`src/rtl/call_stack.sv`:
```
// rtl/call_stack.sv - return-address stack holding {pc, flags} entries for the DRFA CPU
module call_stack #(
    parameter int DEPTH      = 16,
    parameter int PC_WIDTH   = 9,
    parameter int FLAG_WIDTH = 4
) (
    input  logic                   clk,
    input  logic                   rst_n,
    input  logic                   in_push_en,
    input  logic                   in_pop_en,
    input  logic [PC_WIDTH-1:0]    in_pc,
    input  logic [FLAG_WIDTH-1:0]  in_flags,
    input  logic                   in_clear_err,
    output logic [PC_WIDTH-1:0]    out_pc,
    output logic [FLAG_WIDTH-1:0]  out_flags,
    output logic [$clog2(DEPTH):0] out_depth,
    output logic                   out_empty,
    output logic                   out_full,
    output logic                   out_overflow,
    output logic                   out_underflow
);
    localparam int IDX_W   = $clog2(DEPTH);
    localparam int SP_W    = IDX_W + 1;
    localparam int ENTRY_W = PC_WIDTH + FLAG_WIDTH;
    localparam logic [SP_W-1:0] SP_FULL = SP_W'(DEPTH);

    logic [ENTRY_W-1:0] mem_q [DEPTH];
    logic [SP_W-1:0]    sp_q, sp_d;
    logic               ovf_q, ovf_d;
    logic               unf_q, unf_d;
    logic               wr_en;
    logic [IDX_W-1:0]   wr_idx;
    logic [ENTRY_W-1:0] wr_data;
    logic [IDX_W-1:0]   top_idx;
    logic [ENTRY_W-1:0] top_entry;
    logic               empty, full;

    assign empty     = (sp_q == '0);
    assign full      = (sp_q == SP_FULL);
    assign top_idx   = IDX_W'(sp_q - SP_W'(1));
    assign top_entry = mem_q[top_idx];

    always_comb begin
        sp_d    = sp_q;
        ovf_d   = ovf_q & ~in_clear_err;
        unf_d   = unf_q & ~in_clear_err;
        wr_en   = 1'b0;
        wr_idx  = sp_q[IDX_W-1:0];
        wr_data = {in_pc, in_flags};
        case ({in_push_en, in_pop_en})
            2'b10: begin
                if (full) begin
                    ovf_d = 1'b1;
                end else begin
                    wr_en = 1'b1;
                    sp_d  = sp_q + SP_W'(1);
                end
            end
            2'b01: begin
                if (empty) begin
                    unf_d = 1'b1;
                end else begin
                    sp_d = sp_q - SP_W'(1);
                end
            end
            2'b11: begin
                // Empty push+pop still flags the bad pop, then the push lands at index 0.
                if (empty) begin
                    unf_d = 1'b1;
                    wr_en = 1'b1;
                    sp_d  = SP_W'(1);
                end else begin
                    wr_en  = 1'b1;
                    wr_idx = top_idx;
                end
            end
            default: ;
        endcase
    end

    always_ff @(posedge clk or negedge rst_n) begin
        if (!rst_n) begin
            sp_q  <= '0;
            ovf_q <= 1'b0;
            unf_q <= 1'b0;
        end else begin
            sp_q  <= sp_d;
            ovf_q <= ovf_d;
            unf_q <= unf_d;
        end
    end

    // Storage is not reset; reads are gated on empty so stale data never leaks out.
    always_ff @(posedge clk) begin
        if (wr_en) begin
            mem_q[wr_idx] <= wr_data;
        end
    end

    assign out_pc        = empty ? '0 : top_entry[ENTRY_W-1:FLAG_WIDTH];
    assign out_flags     = empty ? '0 : top_entry[FLAG_WIDTH-1:0];
    assign out_depth     = sp_q;
    assign out_empty     = empty;
    assign out_full      = full;
    assign out_overflow  = ovf_q;
    assign out_underflow = unf_q;
endmodule

```
`config.mk`:
```
export PLATFORM = sky130hd
export DESIGN_NAME = call_stack
export DESIGN_NICKNAME = d
export VERILOG_FILES = /design/src/rtl/call_stack.sv
export SDC_FILE = /design/constraint.sdc
export NUM_CORES = 1
export LEC_CHECK = 0
export ABC_AREA = 1
export CAP_MARGIN = 20
export CORE_AREA = 8 8 170 172
export CTS_BUF_LIST = sky130_fd_sc_hd__clkbuf_4
export DETAILED_ROUTE_END_ITERATION = 8
export DIE_AREA = 0 0 178 180
export PLACE_DENSITY_LB_ADDON = 0.08
export SETUP_SLACK_MARGIN = 0.02
export SYNTH_ARGS = -nofsm -noshare
export SYNTH_HDL_FRONTEND = slang
export SYNTH_SLANG_ARGS = --single-unit
```
`constraint.sdc`:
```
create_clock -name clk -period 3.2 [get_ports clk]
set_input_delay 0.48 -clock clk [delete_from_list [all_inputs] [get_ports clk]]
set_output_delay 0.48 -clock clk [all_outputs]
set_load 0.02 [all_outputs]
```
Word-level counts from Yosys, hierarchy flattened
Memories as Yosys holds them, arrays and structs flattened.
Index checks and enable logic that the tools add are counted.
Widths: inputs -> output; s select.
Word-level totals
  register bits: 7
  RAM bits: 208
  output and inout port bits: 22
  memories: 1
Cells by class
  add/sub/neg operators: 2
  equal/unequal tests: 7
  multiplexer cells: 16
  bitwise logic cells: 3
  reductions and logical operators: 4
Memories
  mem_q: words 16, width 13, read ports 1, clocked after Yosys merged registers in 0, wr ports 1, line 27  | logic [ENTRY_W-1:0] mem_q [DEPTH];
Operator list (number)
  $mux 5: 3
  $pmux 5 s3: 1
  $mux 4: 3
  $mux 9: 1
  $mux 1: 7
  $ne 2x2->1 const B: 3
  $add 5x1->5 const B: 1
  $eq 5x5->1 const B: 1
  $logic_not 5->1: 1
  $sub 5x1->5 const B: 1
  $eq 2x2->1 const B: 2
  $reduce_and 4->1: 1
  $reduce_bool 3->1: 1
  $and 1x1->1: 2
  $eq 2x1->1 const B: 1
  $pmux 1 s2: 1
  $reduce_or 2->1: 1
  $not 1->1: 1

Longest topological paths before layout
Gate-level depths: netlist (run 1).
  word-level depth: 5
  depth in mapped cells: 12

Least setup slack after synthesis (run 1)
No wires, ideal clock.
  path type: register to register
  from: register sp_q[0], in the netlist out_depth[0]
  to: memory mem_q[14][0] in the netlist's numbering (enable)
  setup time: 382 ps
  arrival: 2425 ps
  data required time: 2818 ps
  setup slack: 393 ps
  stages on the path, launching flop included: 10
  path buffers: 4
  period minus slack after synthesis: 2807 ps
  cells stage by stage: dfrtp_1 -> inv_2 -> buf_6 -> buf_2 -> ha_1 -> buf_2 -> buf_2 -> o21ai_2 -> nand2_1 -> nor2_1
On the way
  longest elaborated chain between the ends: 5
  elaborated cells between the ends (all ways): 9
  those cells by class: add/sub: 1; eq/ne: 1; mux: 6; reduce/logical: 1
RTL lines
  start: declaration: line 28  | logic [SP_W-1:0] sp_q, sp_d;
  start signal: assignment: line 87  | sp_q <= sp_d;
  $eq 5x5->1: line 39  | assign full = (sp_q == SP_FULL);
  $mux 1: line 52  | if (full) begin
  $pmux 1 s2: line 50  | case ({in_push_en, in_pop_en})
  $mux 1: line 95  | if (wr_en) begin
  $mux 1 (implied by the code): line 96  | mem_q[wr_idx] <= wr_data;
  end: declaration: line 27
Parallel ways exist; a longest one is shown, timed or not.

Worst setup path in the final report (run 1)
  from: register sp_q[0], in the netlist out_depth[0]
  to: output out_pc[0]
On the way
  longest elaborated chain between the ends: 3
  elaborated cells between the ends (all ways): 4
  those cells by class: add/sub: 1; mux: 1; reduce/logical: 1; memory: 1
RTL lines
  $sub 5x1->5
  $mem_v2 16x13
  $mux 9 (*): line 100  | assign out_pc = empty ? '0 : top_entry[ENTRY_W-1:FLAG_WIDTH];
  end: declaration: line 14  | output logic [PC_WIDTH-1:0] out_pc,
Every way passes the cells marked *; elsewhere a longest branch is shown, timed or not.

==> flow_summary.json, run 1 <==
{
  "status": "finished, final reports clean",
  "drive_gt1_share_pct": 18.59,
  "syn-cell-area_mm2": 0.009030,
  "syn_area_per_cell_um2": 11.42,
  "post-synth-top-area-cell": "sky130_fd_sc_hd__edfxtp_1",
  "ys_top_cells_by_area": "sky130_fd_sc_hd__edfxtp_1 (69%), sky130_fd_sc_hd__nor2_1 (8.2%), sky130_fd_sc_hd__o21ai_0 (5.3%), sky130_fd_sc_hd__nand3_1 (5.3%), sky130_fd_sc_hd__nand2_1 (4.2%)",
  "critPathSlowestCell": "sky130_fd_sc_hd__dfrtp_4",
  "grt_first_pass_wirelength_mm": 38.67,
  "setup.worst_path.start_class": "register",
  "synth_simple_gate_area_share_pct": 19.01,
  "multi_input_comb_area_mm2": 0.002326,
  "detail_route.wirelength_mm": 25.23,
  "async_s_r_ff_share_synth_pct": 3.256,
  "cp_data_arrival_time_ns": 2.56,
  "max-slew-margin-rel_pct": 56.96,
  "total_leakage_power_nw": 3.911,
  "gpl.final_weighted_congestion": 0.8200,
  "worst_hold_slack_ns": 0.1240,
  "gr-usage-all-layers_pct": 15.87,
  "die_width_um": 178,
  "antenna_found_initial": 1,
  "timing.clock.skew_ns": 0.02928,
  "max_slew.worst_pin.slew_ns": 0.6436,
  "synth_nets": 812,
  "clkTransAtPathRegs_ns": 0.06,
  "io_pins": 40,
  "coreArea_mm2": 0.02635,
  "synth_top_cells_by_count": "sky130_fd_sc_hd__edfxtp_1 (208), sky130_fd_sc_hd__nor2_1 (198), sky130_fd_sc_hd__nand2_1 (102)",
  "final.setup.worst_slack_ns": 0.1558,
  "p_total_mw": 11.80,
  "drt_first_iter_violations": 461,
  "crit_family": "buffers and inverters",
  "clock_latency_late_sink_ns": 0.67,
  "critical_path_peak_fanout": 16,
  "synth-compound-area-share_pct": 5.917,
  "achievable-frequency_ghz": 0.3285,
  "final.min_clock_period_ns": 3.044,
  "via_total_after_detailed_routing": 6210,
  "detail-route-antenna-nets": 0,
  "critical-path-top-cell-by-count": "sky130_fd_sc_hd__nand3_1",
  "dp_hpwl_mm": 15.07,
  "htree_levels": 2,
  "crit_chain": "inv_4 > ha_2 > nand2_2 > nand2_4 > buf_8 > nand3_1 > nand3_1 > nand2_1 > nor2_1 > clkdlybuf4s15_2",
  "final.period_utilization_pct": 95.13,
  "post_synth_inst_count": 791,
  "maxCapViolations": 0,
  "synth.yosys.warnings": 0,
  "die_h_um": 180,
  "rsz0062_at_grt": "yes",
  "xor_xnor_share_of_the_synthesized_area_pct": 0.1940,
  "cts_setup_buffers": 0,
  "number_of_clock_sinks": 215,
  "min-delay-path-class": "input pin to asynchronous set/reset pin",
  "placed_instance_area_mm2": 0.009982,
  "final_core_util_pct": 40.93,
  "final-hold-violation-count": 0,
  "flip_flop_and_latch_count_after_synthesis": 215,
  "bufs_on_longest_clock_path": 3,
  "ctsResizeCount": 47,
  "postSynth.topFlopCell": "sky130_fd_sc_hd__edfxtp_1",
  "dp_worst_setup_slack_ns": 0.2710,
  "drt_first_pass_iters": 5,
  "synth_top_family_by_area": "simple AND/OR/NAND/NOR gates",
  "fillers": 2553,
  "design_area_mm2": 0.01079,
  "num_rows": 60,
  "finish.net_count": 914,
  "tns_ns": 0,
  "die_area_mm2": 0.03204,
  "worst_path_max_stage_delay_ns": 0.50,
  "power_density_mw_per_mm2": 1094,
  "cts_root_buffer": "sky130_fd_sc_hd__clkbuf_4",
  "dp.cells": 1173,
  "seq_area_frac_synth_pct": 71.11,
  "initial_utilization_pct": 34.27,
  "path_class": "register to output port",
  "synth_fa_ha_area_share_pct": 0.4157,
  "timing.critical_path.buf_inv": 3,
  "routed_via_density": 4.859,
  "worstPathRequired_ns": 2.72,
  "synth.most_common_cell": "sky130_fd_sc_hd__edfxtp_1",
  "residual_overflow_from_global_routing": 0,
  "crit_path_end_kind": "output port",
  "portBuffers": 39,
  "slew_viol_final": 0,
  "maximum_number_of_pins_on_one_net_before_global_route_repair": 113,
  "final-seq-area_mm2": 0.006427,
  "number_of_flops_mapped_to_enable_cells_by_yosys": 208,
  "setup-violations-final": 0,
  "finalNonFillerCells": 1278,
  "drt_drc_violations_left": 0,
  "signed_area_change_from_the_synthesized_netlist_to_the_final_layout_pct": 19.44,
  "worst_ir_drop_vdd_mv": 0.7688,
  "first_global_vias": 6423,
  "synth.area.mux_share_pct": 0,
  "synth.lib_cells_used.distinct": 28,
  "cts_buffers": 59,
  "yosys.area.top_type_share_pct": 69.17,
  "clock_tree_from_tritoncts": "built",
  "cts_hold_buffers": 0,
  "detail_route.wl_per_cell_um": 19.74
}
[sequential cells by signal, indices dropped and copies added, names as in the netlist]
signal         count
out_depth          5
out_overflow       1
out_underflow      1
mem_q            208
[cell usage in the layout, fill, tap and decap left out, types with 2 or more instances in the layout]
cell and n:
sky130_fd_sc_hd__a21oi_1 4, sky130_fd_sc_hd__buf_12 4, sky130_fd_sc_hd__buf_2 4, sky130_fd_sc_hd__buf_4 34
sky130_fd_sc_hd__buf_6 4, sky130_fd_sc_hd__buf_8 2, sky130_fd_sc_hd__clkbuf_2 4, sky130_fd_sc_hd__clkbuf_4 95
sky130_fd_sc_hd__clkdlybuf4s15_2 4, sky130_fd_sc_hd__clkdlybuf4s50_1 26, sky130_fd_sc_hd__clkinv_1 8, sky130_fd_sc_hd__dfrtp_1 4
sky130_fd_sc_hd__dfrtp_2 2, sky130_fd_sc_hd__edfxtp_1 208, sky130_fd_sc_hd__inv_1 13, sky130_fd_sc_hd__nand2_1 102
sky130_fd_sc_hd__nand2_2 4, sky130_fd_sc_hd__nand2_4 2, sky130_fd_sc_hd__nand3_1 94, sky130_fd_sc_hd__nor2_1 198
sky130_fd_sc_hd__nor2_2 2, sky130_fd_sc_hd__o21ai_0 95, sky130_fd_sc_hd__o21ai_1 2, sky130_fd_sc_hd__o22ai_1 2
[logic make-up after synthesis]
| family | Yosys count |
|---|---|
| compound gates | 105 |
| xor+xnor | 2 |
| fa+ha+maj | 3 |
| buf+inv | 59 |
| flops | 215 |
| simple gates | 407 |
[report_power, final]
part / switching [mW] / total, mW / internal (mW)
Clock: 1.09 / 2.41 / 1.32
Sequential: 0.114 / 3.49 / 3.38
Combinational: 3.93 / 5.90 / 1.97
[metal layers]
metal / vias to the layer above / global-route usage, % / share of wire, %
met5: - / 0 / 0
met4: 0 / 5.370 / 2.3
met3: 46 / 3.248 / 4.9
met2: 156 / 25.73 / 48
met1: 3004 / 20.76 / 45
li1: 3004 / - / -
[path summary, 6_finish.rpt]
check,startpoint,endpoint,slack (ns),depth (start not counted)
max,out_depth[0],out_pc[0],0.16,10
min,rst_n,out_depth[4],0.12,1
max reg2reg,out_depth[0],mem_q[14][5],0.56,10
min reg2reg,out_overflow,out_overflow,0.55,2
max in group asynchronous,rst_n,out_depth[0],2.76,1
min in group clk,in_clear_err,out_underflow,0.46,2
[final cells by class]
type | instances | share of cell area (%)
flip-flops and latches | 215 | 59.59
inverters | 17 | 0.8005
diodes | 1 | 0.02320
clock inverters | 9 | 0.3480
repair buffers | 83 | 7.100
multi-input cells | 517 | 21.57
well taps | 341 | 3.956
clock buffers | 95 | 6.613
(Power assumes the default switching activity.)
==> run 2, diff against run 1 <==
CELL_PAD_IN_SITES_DETAIL_PLACEMENT = 1   (was default)
CELL_PAD_IN_SITES_GLOBAL_PLACEMENT = 1   (was default)
GPL_ROUTABILITY_DRIVEN = 0   (was default)
==> run 2 against run 1 <==
  * Cell count increased by 0.31%
  * Sequential share of layout area decreased by 0.46 points
  * Non-clock buffer count increased by 8
  * Sequential cell count unchanged
  * Worst setup slack improved by 0.016 ns
  * Critical endpoint is now out_flags[0]
  * Maximum frequency increased by 0.53%
  * Hold slack got worse by 0.036 ns
  * Total power increased by 2.0%
  * Sequential power about the same
  * Global-route usage increased by 0.23 points
  * Largest cell class unchanged
==> flow_summary.json, run 2 (synthesis gave the netlist of run 1 again) <==
{
  "status": "finished, final reports clean",
  "tns_ns": 0,
  "detail_route.wirelength_mm": 25.82,
  "final.min_clock_period_ns": 3.028,
  "final.period_utilization_pct": 94.63,
  "dp_hpwl_mm": 16.00,
  "final-hold-violation-count": 0,
  "detail_route.wl_per_cell_um": 20.14,
  "path_class": "register to output port",
  "grt_first_pass_wirelength_mm": 39.74,
  "max-slew-margin-rel_pct": 50.33,
  "htree_levels": 2,
  "coreArea_mm2": 0.02635,
  "final_core_util_pct": 41.24,
  "mostFrequentLayoutCell": "sky130_fd_sc_hd__edfxtp_1",
  "rsz0062_at_grt": "no",
  "gr-usage-all-layers_pct": 16.10,
  "clock_latency_late_sink_ns": 0.68,
  "critical-path-top-cell-by-count": "sky130_fd_sc_hd__nand2_1",
  "drt_drc_violations_left": 0,
  "worst_hold_slack_ns": 0.08816,
  "setup.worst_path.start_class": "register",
  "power_density_mw_per_mm2": 1108,
  "top_layer": "met4",
  "final.setup.worst_slack_ns": 0.1718,
  "placed_instance_area_mm2": 0.01003,
  "cts_buffers": 58,
  "io_pins": 40,
  "pint_mw": 6.857,
  "achievable-frequency_ghz": 0.3302,
  "most_used_cells_in_the_layout_excluding_fill_and_tap_cells": "sky130_fd_sc_hd__edfxtp_1 (208), sky130_fd_sc_hd__nor2_1 (198), sky130_fd_sc_hd__nand2_1 (102)",
  "largest_register_ff_count": 208,
  "residual_overflow_from_global_routing": 0,
  "worst_path_max_stage_delay_ns": 0.49,
  "slew_viol_final": 0,
  "most_flop_heavy_register": "mem_q",
  "die_h_um": 180,
  "max_slew.worst_pin.slew_ns": 0.7428,
  "min-delay-path-class": "input pin to asynchronous set/reset pin",
  "first_global_vias": 6780,
  "via_total_after_detailed_routing": 6288,
  "bufs_on_longest_clock_path": 3,
  "drive_gt1_share_pct": 18.83,
  "maxCapViolations": 0,
  "cp_data_arrival_time_ns": 2.55,
  "p_total_mw": 12.04,
  "drt-met1-wl_mm": 11.68,
  "signed_area_change_from_the_synthesized_netlist_to_the_final_layout_pct": 20.35,
  "routed_via_density": 4.905,
  "swShare_pct": 43.04,
  "dp.cells": 1175,
  "maximum_number_of_pins_on_one_net_before_global_route_repair": 113,
  "critPathSlowestCell": "sky130_fd_sc_hd__dfrtp_4",
  "total_length_of_routed_met3_wires_mm": 1.009,
  "drt_first_iter_violations": 319,
  "power.clock.fraction_pct": 19.6,
  "detail-route-antenna-nets": 0,
  "initial_utilization_pct": 34.27,
  "power.share.combinational_pct": 51.3,
  "clock_tree_from_tritoncts": "built",
  "die_width_um": 178,
  "die_area_mm2": 0.03204,
  "number_of_clock_sinks": 215,
  "crit_chain": "inv_4 > buf_6 > nand2_1 > nand2_1 > nand2_2 > nor2_4 > buf_4 > nand3_1 > nand2_1 > clkdlybuf4s15_2",
  "cts_root_buffer": "sky130_fd_sc_hd__clkbuf_4",
  "worst_ir_drop_vdd_mv": 0.7269,
  "dp_worst_setup_slack_ns": 0.1775,
  "cts_hold_buffers": 0,
  "antenna_found_initial": 1,
  "setup-violations-final": 0,
  "portBuffers": 39,
  "clkTransAtPathRegs_ns": 0.07,
  "power.sequential.fraction_pct": 29.0,
  "wl_met2_mm": 12.74,
  "worstPathRequired_ns": 2.72,
  "total_leakage_power_nw": 3.953,
  "num_rows": 60,
  "drt_first_pass_iters": 4,
  "crit_path_end_kind": "output port",
  "design_area_mm2": 0.01087,
  "critical_path_peak_fanout": 10,
  "fillers": 2882,
  "finish.net_count": 921,
  "finalNonFillerCells": 1282,
  "power_switching_mw": 5.181,
  "timing.clock.skew_ns": 0.03321
}
## run 2: changes by cell type in the layout (fill, tap and decap cells not counted), sizes merged
cell	change
clkinvlp	-1
clkbuf	-5
clkdlybuf4s15	+1
buf	+7
inv	+2
## run 2: cell type report
class	instances	area (um2)	area share [%]
diodes	1	2.502	0.02303
multi-input cells	517	2326	21.40
well taps	341	426.7	3.926
inverters	17	81.33	0.7483
clock inverters	10	43.79	0.4029
flip-flops and latches	215	6426	59.13
clock buffers	90	675.6	6.217
repair buffers	91	885.9	8.151
## run 2: power by group through the flow
stage / Sequential, mW / Combinational, mW / Clock (mW)
final: 3.49 / 6.18 / 2.36
after global routing: 3.52 / 6.87 / 2.60
after CTS: 3.49 / 6.33 / 2.46
after detailed placement: 3.55 / 6.22 / 0
after global placement: 3.54 / 6.19 / 0
after floorplan: 3.54 / 3.63 / 0
## run 2: repair_timing
| action | CTS | global route |
|---|---|---|
| setup endpoints to repair | 13 | 13 |
| gates resized for setup | 50 | 13 |
| buffers inserted | 3 | 2 |
| gates cloned | 0 | 1 |
| pin swaps | 1 | 1 |
| endpoints found under the hold margin | 0 | 0 |
## run 2: metal layers
layer	GRT usage (%)	vias to the layer above
met4	4.436	0
met2	27.35	111
li1	-	3018
met5	0	-
met3	3.311	38
met1	20.37	3121
## run 2: critical path, delay by kind of cell, from the launching register on
family	cells	cell delay [ns]
AND/OR/NAND/NOR	6	0.71
buffers and inverters	4	0.68
flip-flops	1	0.49
## run 2: final timing paths
kind	from	to	slack [ns]	cells past startpoint
max	out_depth[0]	out_flags[0]	0.17	10
min	rst_n	out_depth[3]	0.09	1
max reg2reg	out_depth[0]	mem_q[12][4]	0.67	10
min reg2reg	out_underflow	out_underflow	0.55	2
max in group asynchronous	rst_n	out_depth[0]	2.82	1
min in group clk	in_clear_err	out_underflow	0.45	2
==> run 3, diff against run 2 <==
CTS_CLUSTER_DIAMETER = 60   (was default)
==> results of run 3 <==
No change in the layout: final DEF, timing and power equal those of run 2.
